<file path="config.mk">
export PLATFORM = sky130hd
export DESIGN_NAME = pc_sequencer_flat
export DESIGN_NICKNAME = d
export VERILOG_FILES = /design/src/rtl/pc_sequencer_if.sv /design/src/rtl/pc_sequencer.sv /design/src/flat_wrapper.sv
export SDC_FILE = /design/constraint.sdc
export NUM_CORES = 1
export LEC_CHECK = 0
export ABC_AREA = 1
export CAP_MARGIN = 20
export CORE_MARGIN = 3
export CORE_UTILIZATION = 55
export DETAILED_ROUTE_END_ITERATION = 16
export HOLD_SLACK_MARGIN = 0.08
export PLACE_DENSITY = 0.82
export SYNTH_ARGS = -nofsm -noshare
export SYNTH_HDL_FRONTEND = slang
export SYNTH_SLANG_ARGS = --single-unit
</file>
<file path="constraint.sdc">
create_clock -name CLK -period 4.6 [get_ports CLK]
set_input_delay 0.46 -clock CLK [delete_from_list [all_inputs] [get_ports CLK]]
set_output_delay 0.46 -clock CLK [all_outputs]
set_load 0.1 [all_outputs]
</file>
<file path="src/rtl/pc_sequencer_if.sv">
// pc_sequencer_if: decoder-to-sequencer request bus and sequencer status outputs.
interface pc_sequencer_if #(
  parameter int PC_W  = 10,
  parameter int OFF_W = 6,
  parameter int DEPTH = 4,
  parameter int CNT_W = 16
);
  localparam int SP_W = $clog2(DEPTH) + 1;
  logic             start;
  logic             stall;
  logic             halt_req;
  logic             jump_en;
  logic [PC_W-1:0]  jump_target;
  logic             branch_en;
  logic             branch_cond;
  logic [OFF_W-1:0] branch_off;
  logic             call_en;
  logic             ret_en;
  logic [PC_W-1:0]  PC;
  logic             halt;
  logic [SP_W-1:0]  sp;
  logic             stack_ovf;
  logic             stack_unf;
  logic [CNT_W-1:0] cycle_ct;
  logic [CNT_W-1:0] inst_ct;
  modport master (
    output start, stall, halt_req, jump_en, jump_target, branch_en, branch_cond,
           branch_off, call_en, ret_en,
    input  PC, halt, sp, stack_ovf, stack_unf, cycle_ct, inst_ct
  );
  modport slave (
    input  start, stall, halt_req, jump_en, jump_target, branch_en, branch_cond,
           branch_off, call_en, ret_en,
    output PC, halt, sp, stack_ovf, stack_unf, cycle_ct, inst_ct
  );
endinterface

</file>
<file path="src/rtl/pc_sequencer.sv">
// pc_sequencer: program counter with jump, relative branch, call/return stack,
// stall, sticky halt and saturating cycle / retired-instruction counters.
module pc_sequencer #(
  parameter int PC_W       = 10,
  parameter int OFF_W      = 6,
  parameter int DEPTH      = 4,
  parameter int CNT_W      = 16,
  parameter int START_ADDR = 0
) (
  input logic           CLK,
  input logic           reset_n,
  pc_sequencer_if.slave s
);
  localparam int SP_W = $clog2(DEPTH) + 1;
  localparam int IW   = $clog2(DEPTH);
  localparam logic [PC_W-1:0] START = PC_W'(START_ADDR);
  localparam logic [SP_W-1:0] FULL  = SP_W'(DEPTH);
  typedef enum logic {RUN, HALTED} state_t;
  state_t           state_q, state_d;
  logic [PC_W-1:0]  pc_q, pc_d, pc_inc, pc_br, off_ext;
  logic [SP_W-1:0]  sp_q, sp_d;
  logic             ovf_q, ovf_d, unf_q, unf_d;
  logic [CNT_W-1:0] cyc_q, cyc_d, inst_q, inst_d;
  logic [PC_W-1:0]  stack_q [DEPTH];
  logic [PC_W-1:0]  stack_d [DEPTH];
  logic             push, retire, redirect;
  function automatic logic [CNT_W-1:0] sat_inc(input logic [CNT_W-1:0] v);
    return &v ? v : v + CNT_W'(1);
  endfunction
  assign pc_inc  = pc_q + PC_W'(1);
  assign off_ext = PC_W'($signed(s.branch_off));
  assign pc_br   = pc_q + off_ext;
  always_ff @(posedge CLK or negedge reset_n)
    if (!reset_n) state_q <= RUN;
    else state_q <= state_d;
  always_comb begin
    state_d = state_q;
    if (s.start) state_d = RUN;
    else if (state_q == RUN && s.halt_req) state_d = HALTED;
  end
  always_comb begin
    s.PC        = pc_q;
    s.halt      = state_q == HALTED;
    s.sp        = sp_q;
    s.stack_ovf = ovf_q;
    s.stack_unf = unf_q;
    s.cycle_ct  = cyc_q;
    s.inst_ct   = inst_q;
  end
  // halt_req outranks stall, so a stalled halt instruction still retires
  assign retire   = state_q == RUN && (s.halt_req || !s.stall);
  assign redirect = state_q == RUN && !s.halt_req && !s.stall;
  always_comb begin
    pc_d   = pc_q;
    sp_d   = sp_q;
    ovf_d  = ovf_q;
    unf_d  = unf_q;
    cyc_d  = state_q == RUN ? sat_inc(cyc_q) : cyc_q;
    inst_d = retire ? sat_inc(inst_q) : inst_q;
    push   = 1'b0;
    if (s.start) begin
      pc_d   = START;
      sp_d   = '0;
      ovf_d  = 1'b0;
      unf_d  = 1'b0;
      cyc_d  = '0;
      inst_d = '0;
    end else if (redirect) begin
      if (s.ret_en) begin
        pc_d  = sp_q != '0 ? stack_q[IW'(sp_q - SP_W'(1))] : pc_inc;
        sp_d  = sp_q != '0 ? sp_q - SP_W'(1) : sp_q;
        unf_d = unf_q | (sp_q == '0);
      end else if (s.call_en) begin
        push  = sp_q != FULL;
        sp_d  = push ? sp_q + SP_W'(1) : sp_q;
        ovf_d = ovf_q | !push;
        pc_d  = s.jump_target;
      end else begin
        pc_d = s.jump_en ? s.jump_target : (s.branch_en && s.branch_cond) ? pc_br : pc_inc;
      end
    end
  end
  always_comb begin
    for (int i = 0; i < DEPTH; i++) stack_d[i] = stack_q[i];
    if (push) stack_d[IW'(sp_q)] = pc_inc;
  end
  always_ff @(posedge CLK or negedge reset_n)
    if (!reset_n) begin
      pc_q   <= START;
      sp_q   <= '0;
      ovf_q  <= 1'b0;
      unf_q  <= 1'b0;
      cyc_q  <= '0;
      inst_q <= '0;
    end else begin
      pc_q   <= pc_d;
      sp_q   <= sp_d;
      ovf_q  <= ovf_d;
      unf_q  <= unf_d;
      cyc_q  <= cyc_d;
      inst_q <= inst_d;
    end
  // return-stack contents are don't-care after reset, so no reset here
  always_ff @(posedge CLK)
    for (int i = 0; i < DEPTH; i++) stack_q[i] <= stack_d[i];
endmodule
</file>
<file path="src/flat_wrapper.sv">
// flat-port wrapper written by rule: the top's interface ports become plain ports
module pc_sequencer_flat 
#(
  parameter int PC_W       = 10,
  parameter int OFF_W      = 6,
  parameter int DEPTH      = 4,
  parameter int CNT_W      = 16,
  parameter int START_ADDR = 0
)
  (CLK, reset_n, s_start, s_stall, s_halt_req, s_jump_en, s_jump_target, s_branch_en, s_branch_cond, s_branch_off, s_call_en, s_ret_en, s_PC, s_halt, s_sp, s_stack_ovf, s_stack_unf, s_cycle_ct, s_inst_ct);
  pc_sequencer_if #(.PC_W(PC_W), .OFF_W(OFF_W), .DEPTH(DEPTH), .CNT_W(CNT_W)) s_i ();
  input logic CLK;
  input logic reset_n;
  input wire logic [$bits(s_i.start)-1:0] s_start;
  input wire logic [$bits(s_i.stall)-1:0] s_stall;
  input wire logic [$bits(s_i.halt_req)-1:0] s_halt_req;
  input wire logic [$bits(s_i.jump_en)-1:0] s_jump_en;
  input wire logic [$bits(s_i.jump_target)-1:0] s_jump_target;
  input wire logic [$bits(s_i.branch_en)-1:0] s_branch_en;
  input wire logic [$bits(s_i.branch_cond)-1:0] s_branch_cond;
  input wire logic [$bits(s_i.branch_off)-1:0] s_branch_off;
  input wire logic [$bits(s_i.call_en)-1:0] s_call_en;
  input wire logic [$bits(s_i.ret_en)-1:0] s_ret_en;
  output wire logic [$bits(s_i.PC)-1:0] s_PC;
  output wire logic [$bits(s_i.halt)-1:0] s_halt;
  output wire logic [$bits(s_i.sp)-1:0] s_sp;
  output wire logic [$bits(s_i.stack_ovf)-1:0] s_stack_ovf;
  output wire logic [$bits(s_i.stack_unf)-1:0] s_stack_unf;
  output wire logic [$bits(s_i.cycle_ct)-1:0] s_cycle_ct;
  output wire logic [$bits(s_i.inst_ct)-1:0] s_inst_ct;
  assign s_i.start = s_start;
  assign s_i.stall = s_stall;
  assign s_i.halt_req = s_halt_req;
  assign s_i.jump_en = s_jump_en;
  assign s_i.jump_target = s_jump_target;
  assign s_i.branch_en = s_branch_en;
  assign s_i.branch_cond = s_branch_cond;
  assign s_i.branch_off = s_branch_off;
  assign s_i.call_en = s_call_en;
  assign s_i.ret_en = s_ret_en;
  assign s_PC = s_i.PC;
  assign s_halt = s_i.halt;
  assign s_sp = s_i.sp;
  assign s_stack_ovf = s_i.stack_ovf;
  assign s_stack_unf = s_i.stack_unf;
  assign s_cycle_ct = s_i.cycle_ct;
  assign s_inst_ct = s_i.inst_ct;
  pc_sequencer #(.PC_W(PC_W), .OFF_W(OFF_W), .DEPTH(DEPTH), .CNT_W(CNT_W), .START_ADDR(START_ADDR)) u_core (.CLK(CLK), .reset_n(reset_n), .s(s_i));
endmodule
</file>
* Word level (Yosys, flattened, before mapping)
Memory sizes are Yosys's and may differ from the RTL's. Index checks and enable logic that the tools add are counted.
Word-level totals: latch bits 0, memories kept 1, bits in writable memories 40, flip-flop bits (word level) 48, output and inout bits 48, memory bits (read-only) 0, word-level logic and storage cells 88
Memories:
- u_core.stack_q | depth 4, width 10, read ports 5, clocked after Yosys merged registers in 0, write ports 4, line pc_sequencer.sv:24 | logic [PC_W-1:0] stack_q [DEPTH];
Cells by class: multipliers 0, divide/modulo/power cells 0, equality and inequality tests 6, mux-type cells 36, magnitude comparators 2, shifts and indexed selects 0, reduce and logical (&&, ||, !) cells 26, bitwise gates (word level) 4, add/sub/neg operators 6
Operators by type and width (count):
- 2-to-1 mux 16 bit | 6
- 2-to-1 mux 10 bit | 8
- bitwise mux 40 bit | 1
- 2-to-1 mux 40 bit | 1
- adder 16 x 1 -> 16 bit, second input constant | 2
- AND reduction 16 bit | 2
- demux 10 bit (select 2 bit) | 1
- 2-to-1 mux 3 bit | 6
- 2-to-1 mux 1 bit | 13
- adder 10 x 1 -> 10 bit, second input constant | 1
- adder 10 bit | 1
- nonzero test 2 bit | 5
- nonzero test 3 bit | 3
- != test 2 bit, second input constant | 4
- logical AND 1 bit | 6
- AND reduction 2 bit | 3
- AND reduction 4 bit | 1
- adder 3 x 1 -> 3 bit, second input constant | 1
- >= comparator 3 bit, second input constant | 1
- logical NOT 1 bit | 3
- logical NOT 3 bit | 1
- less-than comparator 3 x 1 -> 1 bit, second input constant | 1
- != test 3 x 2 -> 1 bit, second input constant | 1
- != test 3 bit, second input constant | 1
- other kinds (6) | 7

* Longest topological paths before layout
Gate-level depths: netlist (run 1).
depth in word-level cells 7, depth in mapped cells 14, gate-level depth less buffers 14

* Least setup slack after synthesis (run 1)
OpenSTA, ideal clock, no wires.
kind reg2reg, start register, netlist name u_core.s.sp[0], end memory u_core.stack_q[1][0], enable pin, arrival 2.442 ns, cell stages (with the launch flop) 7, path slack 1.782 ns, library setup time 0.376 ns, clock period less this slack 2.818 ns, buffers on the path 1, cell sequence dfrtp_1 > inv_1 > clkbuf_1 > ha_1 > nand2_1 > nand4_1 > nor2_1
RTL lines (line):
- end, declared | pc_sequencer.sv:24

* Worst setup path in the final report (run 1)
start register u_core.sp_q[0], in the netlist u_core.s.sp[0], end register u_core.pc_q[5], in the netlist u_core.s.PC[5]
On the way: longest elaborated chain between the ends 6, elaborated cells between the ends (all ways) 7, classes of those cells 1 x add/sub; 4 x mux; 1 x reduce/logical; 1 x memory
Ends and longest elaborated chain:
- start, declared | line pc_sequencer.sv:21 | logic [SP_W-1:0] sp_q, sp_d;
- start signal, assigned | line pc_sequencer.sv:97 | sp_q <= sp_d;
- subtractor 3 x 1 -> 3 bit | line pc_sequencer.sv:70 | pc_d = sp_q != '0 ? stack_q[IW'(sp_q - SP_W'(1))] : pc_inc;
- memory (4 x 10 bit)
- 2-to-1 mux 10 bit (*) | line pc_sequencer.sv:70
- 2-to-1 mux 10 bit (*) | line pc_sequencer.sv:69 | if (s.ret_en) begin
- 2-to-1 mux 10 bit (*) | line pc_sequencer.sv:68 | end else if (redirect) begin
- 2-to-1 mux 10 bit (*) | line pc_sequencer.sv:61 | if (s.start) begin
- end signal, assigned | line pc_sequencer.sv:96 | pc_q <= pc_d;
- end, declared | line pc_sequencer.sv:20 | logic [PC_W-1:0] pc_q, pc_d, pc_inc, pc_br, off_ext;
Mark *: on every way between the ends. The rest lies on a longest branch, timed or not. The select of a mux whose other input is x is not followed. A chain may end at the register's enable or synchronous reset.

==> results of run 1 <==
state kept, by name, indices dropped and copies added (netlist names):
register / cells
u_core.s.stack_unf: 1
u_core.s.inst_ct: 16
u_core.stack_q: 40
u_core.s.stack_ovf: 1
u_core.s.halt: 1
u_core.s.sp: 3
u_core.s.PC: 10
u_core.s.cycle_ct: 16
cell usage after synthesis, types with 2 or more instances:
| library cell | n | area share [%] |
|---|---|---|
| nand2_1 | 173 | 12 |
| inv_1 | 69 | 5.0 |
| nor2_1 | 55 | 3.9 |
| nand3_1 | 50 | 4.8 |
| dfrtp_1 | 48 | 23 |
| a21oi_1 | 44 | 4.2 |
| edfxtp_1 | 40 | 23 |
| ha_1 | 17 | 4.1 |
| o31ai_1 | 15 | 2.2 |
| xor2_1 | 15 | 2.5 |
| o21ai_0 | 14 | 1.3 |
| clkbuf_1 | 9 | 0.65 |
| nand4_1 | 9 | 1.1 |
| o211ai_1 | 8 | 1.1 |
| nor3_1 | 6 | 0.57 |
| a211oi_1 | 5 | 0.72 |
| o21ai_1 | 5 | 0.48 |
| xnor2_1 | 5 | 0.84 |
| nor2_2 | 4 | 0.48 |
| a22oi_1 | 3 | 0.43 |
| buf_2 | 3 | 0.29 |
| nand2_2 | 3 | 0.36 |
| a31oi_1 | 2 | 0.24 |
| and3_1 | 2 | 0.24 |
| buf_4 | 2 | 0.29 |
| buf_6 | 2 | 0.43 |
| clkinv_1 | 2 | 0.14 |
| inv_2 | 2 | 0.14 |
| nand3_2 | 2 | 0.38 |
| nor2_4 | 2 | 0.43 |
| nor3_4 | 2 | 0.62 |
| o21a_1 | 2 | 0.29 |
| o22ai_1 | 2 | 0.24 |
area by class of cell:
cell class	instances	area [sq um]	area share (%)
multi-input combinational	459	2460	39.3
sequential	88	2400	38.4
timing repair buffer	76	748	12.0
inverter	74	283	4.52
tap	126	158	2.52
clock buffer	9	124	1.98
clock inverter	7	77.6	1.24
worst paths after layout:
path / startpoint / to / slack (ps) / cells after the start
setup reg to reg: u_core.s.sp[0] / u_core.s.PC[5] / 1430 / 7
min in group CLK: u_core.s.stack_unf / u_core.s.stack_unf / 500 / 2
hold reg to reg: u_core.s.stack_unf / u_core.s.stack_unf / 500 / 2
max in group asynchronous: reset_n / u_core.s.PC[1] / 3970 / 2
setup / recovery: u_core.s.sp[0] / u_core.s.PC[5] / 1430 / 7
hold / removal: reset_n / u_core.s.cycle_ct[9] / 200 / 2
cell families (layout without fill, tap and decap cells):
kind of cell    count (synthesis)  count (layout)  share of synthesized area [%]
compound gates                106             106                           12.5
xor+xnor                       20              20                           3.35
fa+ha+maj                      18              18                           4.45
buf+inv                        90             166                           7.06
simple gates                  315             315                           26.7
flops                          88              88                           45.9
power groups by stage:
| stage | combinational, mW | sequential [mW] | clock [mW] |
|---|---|---|---|
| floorplan | 0.455 | 1.20 | 0 |
| global placement | 0.944 | 0.978 | 0 |
| detailed placement | 0.960 | 0.978 | 0 |
| CTS | 0.963 | 0.963 | 0.545 |
| global route | 1.05 | 0.973 | 0.582 |
| finish | 0.975 | 0.965 | 0.540 |
layer usage:
metal	wire length (um)	global-route usage [%]	share of wire, %	vias up
met5	0	0	0	-
li1	-	-	-	2268
met1	5570	33.4	41	2199
met3	972	4.35	7.2	39
met4	405	9.40	3.0	0
met2	6570	42.3	49	205
==> reports/results.tsv, run 1 <==
metric	value	unit
critPathCaptureType	flip-flop	
first_iter_violations	289	
dieHeight	104	um
cts.htree.levels	3	
via_count	4711	
total_power	2.48	mW
async_reset_ff_share	54.5	%
period_share	68.8	%
critPathBufInv	2	
p_int	1.40	mW
gp_congestion	0.956	
p_leak	2.61	nW
outcome	completed	
finalHoldViolCount	0	
max_stage_delay	780	ps
placedInstanceArea	6050	sq um
cp_slowest_cell	dfrtp_1	
cts_made_buffers	9	
cts_buffer_depth	2	
ir_drop	0.391	mV
start_kind	flip-flop	
synthesis.instances	637	
slew_viol_final	0	
power_frac_comb	39.3	%
io_buffers	73	
crit_fanout	25	
cp_cell_sequence	inv_1 > ha_1 > clkinv_1 > a21oi_1 > a22oi_1 > a211oi_1 > a21oi_1	
path_clk_slew	100	ps
final_util	69.7	%
worstPathRequired	4840	ps
cts.sinks	88	
cap_violations	0	
clk_latency	360	ps
syn_area_per_cell	8.21	sq um
synth_nets	681	
drive_gt1_share	6.03	%
synth_seq_cells	88	
netSwitchingPower	1.08	mW
die_area	10700	sq um
grt_pass1_vias	4491	
num_rows	34	
slew_headroom	33.5	%
worst_pin_slew	995	ps
core	8980	sq um
grt_pass1_wl	22000	um
fin_crit	3170	ps
place_ws	1510	ps
die_w	104	um
yosysWarnings	0	
synth_area	5230	sq um
switching_share	43.4	%
timing.fmax	0.316	GHz
grtUsageTotal	25.4	%
synth_edf_count	40	
cts_root_buffer	clkbuf_8	
min_path_type	in2async	
cts_tree	built	
wire_per_inst	16.1	um
seq_area_frac_synth	45.9	%
antenna_found_initial	0	
postCtsHoldBufs	0	
synth_top_flop_cell	dfrtp_1	
drc	0	
crit_type	reg2reg	
synth_cell_types	48	
vias_per_cell	5.62	
setup_slack	1430	ps
crit_family	buffers and inverters	
wirelength	13500	um
n_fill_cell	712	
cts_resized	0	
fin_tns_setup	0	ps
fin_skew	12.8	ps
initial_utilization	58.3	%
power_density	397	nW/um^2
clock_power_share	21.8	%
drt_pass1_iterations	5	
pin_count	74	
num_antenna_cells	0	
rsz0062_at_grt	no	
crit_top_cell	a21oi_1	
design_area	6250	sq um
grt_max_degree	49	
cts_setup_buffers	0	
fin_cells	839	
gr-total-overflow	0	
timing.hold.ws	203	ps
nets	752	
hpwl	10100	um
final_cell_mix	nand2_1, clkdlybuf4s50_1, inv_1	
final-setup-viol-count	0	
crit_arrival	3400	ps
antenna_left	0	
seqPwrFrac	38.9	%
place_inst	823	
mostFrequentLayoutCell	nand2_1	
areaGrowthSynthToFinish	19.5	%
No activity file was read; power rests on OpenSTA's default activity.
==> inputs of run 2 (changes only) <==
==> constraint.sdc (replaced) <==
create_clock -name CLK -period 3.2 [get_ports CLK]
set_input_delay 0.32 -clock CLK [delete_from_list [all_inputs] [get_ports CLK]]
set_output_delay 0.32 -clock CLK [all_outputs]
set_load 0.1 [all_outputs]
==> run 2 against run 1 <==
Compared with the run above: non-clock buffer count increased by 10; sequential share of layout area decreased by 0.52 points; clock power increased by 59%; first-iteration DRC count increased by 26%; combinational power increased by 45%; critical path type is now reg2out; critical endpoint is now s_PC[3].
==> reports/results.tsv, run 2 (same netlist as run 1, synthesis figures left out) <==
metric	value	unit	change
outcome	completed		
cp_slowest_cell	clkdlybuf4s50_1		
netSwitchingPower	1.52	mW	+42%
cts.sinks	88		unchanged
fin_tns_setup	0	ps	unchanged
critPathCaptureType	output pin		
grtUsageTotal	25.3	%	-0.10 points
seqPwrFrac	37.6	%	-1.3 points
slew_viol_final	0		unchanged
worst_pin_slew	998	ps	+3.16 ps
cts_setup_buffers	0		unchanged
gp_congestion	0.904		-5.4%
drive_gt1_share	7.61	%	+1.6 points
vias_per_cell	5.52		-1.7%
cp_cell_sequence	clkdlybuf4s50_1		
initial_utilization	58.3	%	unchanged
drt_pass1_iterations	7		+2
drc	0		unchanged
dieHeight	104	um	unchanged
gr-total-overflow	0		unchanged
cap_violations	0		unchanged
wire_per_inst	15.6	um	-3.4%
pin_count	74		unchanged
die_area	10700	sq um	unchanged
grt_pass1_wl	22300	um	+1.4%
fin_cells	849		+1.2%
antenna_found_initial	0		unchanged
grt_max_degree	32		-35%
cts.htree.levels	3		unchanged
mostFrequentLayoutCell	nand2_1		
slew_headroom	33.3	%	-0.21 points
crit_arrival	2050	ps	-1350 ps
crit_family	buffers and inverters		
final-setup-viol-count	0		unchanged
nets	762		+1.3%
num_antenna_cells	0		unchanged
final_util	70.6	%	+0.96 points
ir_drop	0.499	mV	+28%
wl_met3	832	um	-14%
wl_met2	6380	um	-2.9%
final_cell_mix	nand2_1, inv_1, clkdlybuf4s50_1		
cts_buffer_depth	2		unchanged
max_stage_delay	1200	ps	+420 ps
cts_resized	0		unchanged
switching_share	41.9	%	-1.5 points
rsz0062_at_grt	no		
timing.fmax	0.422	GHz	
critPathBufInv	1		-1
antenna_left	0		unchanged
clock_power_share	23.6	%	+1.8 points
regMostFlops	u_core.stack_q		
cts_root_buffer	clkbuf_8		
via_count	4688		-0.49%
fin_skew	14.5	ps	+1.63 ps
path_clk_slew	90	ps	about the same
areaGrowthSynthToFinish	21.2	%	
min_path_type	reg2reg		
core	8980	sq um	unchanged
power_density	574	nW/um^2	+45%
maxUsedRoutingLayer	met4		
power_frac_comb	38.9	%	-0.4 points
crit_fanout	5		-80%
io_buffers	73		unchanged
period_share	74.1	%	
crit_type	reg2out		
num_rows	34		unchanged
fin_crit	2370	ps	
cts_made_buffers	9		unchanged
hpwl	9600	um	-5.2%
finalHoldViolCount	0		unchanged
grt_pass1_vias	4576		+1.9%
total_power	3.64	mW	+47%
p_int	2.11	mW	+50%
place_inst	832		+1.1%
worstPathRequired	2880	ps	-1960 ps
p_leak	2.67	nW	+2.4%
largest_reg_flops	40		unchanged
timing.hold.ws	513	ps	+310 ps
first_iter_violations	364		+26%
n_fill_cell	725		+1.8%
wirelength	13200	um	-2.2%
reg2reg_slack	1030	ps	-400 ps
wl_met1	5770	um	+3.6%
cts_tree	built		
clk_latency	370	ps	about the same
start_kind	flip-flop		
die_w	104	um	unchanged
==> run 2: path summary, 6_finish.rpt <==
kind | from | endpoint | depth (start not counted)
setup / recovery | u_core.s.PC[3] | s_PC[3] | 1
max in group asynchronous | reset_n | u_core.s.PC[4] | 3
setup reg to reg | u_core.s.PC[0] | u_core.s.PC[6] | 14
hold reg to reg | u_core.s.stack_unf | u_core.s.stack_unf | 2
min in group asynchronous | reset_n | u_core.s.cycle_ct[7] | 2
hold / removal | u_core.s.stack_unf | u_core.s.stack_unf | 2
==> run 2: metal layers <==
layer | GRT usage [%] | vias up
met2 | 41.9 | 182
met4 | 8.07 | 0
met1 | 34.2 | 2189
met5 | 0 | -
met3 | 4.17 | 23
li1 | - | 2294
==> run 2: cell type report <==
cell class / count / area (sq um) / area share [%]
clock buffer: 10 / 128 / 2.01
multi-input combinational: 459 / 2460 / 38.8
inverter: 74 / 283 / 4.46
clock inverter: 6 / 92.6 / 1.46
timing repair buffer: 86 / 816 / 12.9
sequential: 88 / 2400 / 37.9
tap: 126 / 158 / 2.49
==> run 2: repair_timing <==
action | 4_1_cts | 5_1_grt
endpoints found under the hold margin | 30 | 0
hold buffers | 1 | 0
endpoints found under the setup margin | 0 | 0
==> run 2: metrics by stage <==
stage | setup WS, ps | area (sq um)
2_1_floorplan | 382 | 5230
3_5_place_dp | 867 | 6110
3_3_place_gp | 904 | 6110
6_report | 828 | 6340
4_1_cts | 818 | 6340
5_1_grt | 788 | 6340
==> run 2: power by group through the flow <==
stage	Sequential, mW	Combinational [mW]	Clock (mW)
6_report	1.37	1.41	0.856
2_1_floorplan	1.73	0.654	0
3_3_place_gp	1.38	1.35	0
3_5_place_dp	1.39	1.39	0
5_1_grt	1.38	1.54	0.903
4_1_cts	1.36	1.40	0.856
==> inputs of run 3 (changes only) <==
--- a/config.mk
+++ b/config.mk
@@ -8,10 +8,10 @@
 export ABC_AREA = 1
 export CAP_MARGIN = 20
 export CORE_MARGIN = 3
-export CORE_UTILIZATION = 55
+export CORE_UTILIZATION = 50
 export DETAILED_ROUTE_END_ITERATION = 16
 export HOLD_SLACK_MARGIN = 0.08
-export PLACE_DENSITY = 0.82
+export PLACE_DENSITY = 0.79
 export SYNTH_ARGS = -nofsm -noshare
 export SYNTH_HDL_FRONTEND = slang
 export SYNTH_SLANG_ARGS = --single-unit
==> constraint.sdc (replaced) <==
create_clock -name CLK -period 2 [get_ports CLK]
set_input_delay 0.2 -clock CLK [delete_from_list [all_inputs] [get_ports CLK]]
set_output_delay 0.2 -clock CLK [all_outputs]
set_load 0.1 [all_outputs]
==> run 3 against run 2 <==
Compared with the run above: routed wire length decreased by 0.36%; critical path depth is 8 higher; hold slack got worse by 42 ps; first-iteration DRC count decreased by 4.4%; sequential share of layout area is 0.56 points lower; cell count rose by 3.7%; non-clock buffer count rose by 24; setup slack got worse by 750 ps; sequential cell count did not move; power up 65%; critical endpoint is now u_core.s.PC[7]; largest cell class unchanged; largest power group unchanged.
==> reports/results.tsv, run 3 (same netlist as run 1, synthesis figures left out) <==
metric	value	unit	change
cts.sinks	88		unchanged
reg2reg_slack	80	ps	-950 ps
power_density	907	nW/um^2	+58%
total_power	5.99	mW	+65%
core	9950	sq um	+11%
nets	786		+3.1%
timing.fmax	0.520	GHz	
crit_type	reg2reg		
slew_headroom	57.8	%	+25 points
largest_reg_flops	40		unchanged
drt_pass1_iterations	5		-2
die_area	11700	sq um	+9.4%
startpoint	u_core.s.sp[1]		
cts_buffer_depth	2		unchanged
min_path_type	in2async		
cts.htree.levels	3		unchanged
final_util	66.4	%	-4.3 points
antenna_left	0		unchanged
gp_congestion	0.869		-3.9%
antenna_found_initial	0		unchanged
wire_per_inst	15.0	um	-3.9%
mostFrequentLayoutCell	nand2_1		
io_buffers	73		unchanged
ir_drop	0.607	mV	+21%
grt_pass1_wl	21600	um	-3.1%
fin_skew	11.2	ps	-3.26 ps
grt_max_degree	49		+53%
reg2reg_to	u_core.s.PC[7]		
cts_made_buffers	9		unchanged
grtUsageTotal	23.4	%	-1.8 points
period_share	96.2	%	
finalHoldViolCount	0		unchanged
num_rows	36		+5.9%
r2r_cells	9		-5
num_antenna_cells	0		unchanged
regMostFlops	u_core.stack_q		
slew_viol_final	0		unchanged
final-setup-viol-count	0		unchanged
initial_utilization	52.6	%	-5.7 points
die_w	108	um	+4.6%
clk_latency	360	ps	about the same
fin_crit	1920	ps	
critPathCaptureType	flip-flop		
r2r_start	u_core.s.sp[1]		
cts_root_buffer	clkbuf_8		
cts_tree	built		
via_count	4729		+0.87%
worst_pin_slew	633	ps	-365 ps
start_kind	flip-flop		
dieHeight	108	um	+4.6%
cap_violations	0		unchanged
worstPathRequired	2280	ps	-600 ps
outcome	completed		
vias_per_cell	5.37		-2.7%
pin_count	74		unchanged
rsz0062_at_grt	yes		
crit_arrival	2200	ps	+150 ps
grt_pass1_vias	4492		-1.8%
drc	0		unchanged
areaGrowthSynthToFinish	26.3	%	
p_leak	2.82	nW	+5.4%
final_cell_mix	nand2_1, buf_4, inv_1		
wirelength	13200	um	-0.36%
gr-total-overflow	0		unchanged
path_clk_slew	80	ps	about the same
crit_fanout	6		+1
drive_gt1_share	24.0	%	+16 points
hpwl	9720	um	+1.2%
first_iter_violations	348		-4.4%
## run 3: through the flow
step | TNS [ps] | worst slack (ps) | cells | area (sq um) | hold WS (ps)
floorplan | -4680 | -123 | 637 | 5370 | -95.6
global placement | -224 | -105 | 862 | 6320 | 346
detailed placement | -425 | -129 | 862 | 6320 | 350
CTS | 0 | 20.1 | 879 | 6540 | 465
global route | -147 | -95.4 | 880 | 6610 | 501
finish | 0 | 76.7 | 880 | 6610 | 471
## run 3: worst max-delay path, cell delays in order, from the launching register on
cell        delay, ps
dfrtp_4           460
clkinvlp_4        150
ha_4              190
inv_1             140
nor2_4             70
nor2_4            200
nand2_1            80
a21oi_1           280
a211oi_2           90
a21oi_1           180
## run 3: worst max path at each step
stage	depth (start not counted)	end	slack, ps
CTS	9	u_core.s.PC[0]	20
global route	12	u_core.s.cycle_ct[5]	-100
floorplan	3	u_core.stack_q[0][0]	-120
detailed placement	15	u_core.s.PC[6]	-130
finish	9	u_core.s.PC[7]	80
global placement	15	u_core.s.PC[6]	-100
## run 3: metal layers
layer,vias up,GRT usage (%),wire (um)
met2,130,38.5,6370
li1,2348,-,-
met4,0,7.21,164
met5,-,0,0
met1,2236,32.2,6030
met3,15,3.52,611
## run 3: final cells by class
cell class / count / area, sq um
fill: 825 / 3350
multi-input combinational: 459 / 2580
sequential: 88 / 2470
timing repair buffer: 110 / 898
inverter: 74 / 293
tap: 133 / 166
clock buffer: 12 / 135
clock inverter: 4 / 68.8
## run 3: power by group
part	internal [mW]	switching [mW]
logic	0.764	1.74
clock network	0.699	0.585
registers	2.07	0.133
total	3.54	2.46
## run 3: what timing repair did
action                                 in CTS  in global routing
endpoints found under the hold margin      48                  0
hold buffers                                1                  0
setup endpoints to repair                   1                 13
resized for setup                           1                 16
buffers inserted                            0                  1
cloned                                      0                  0
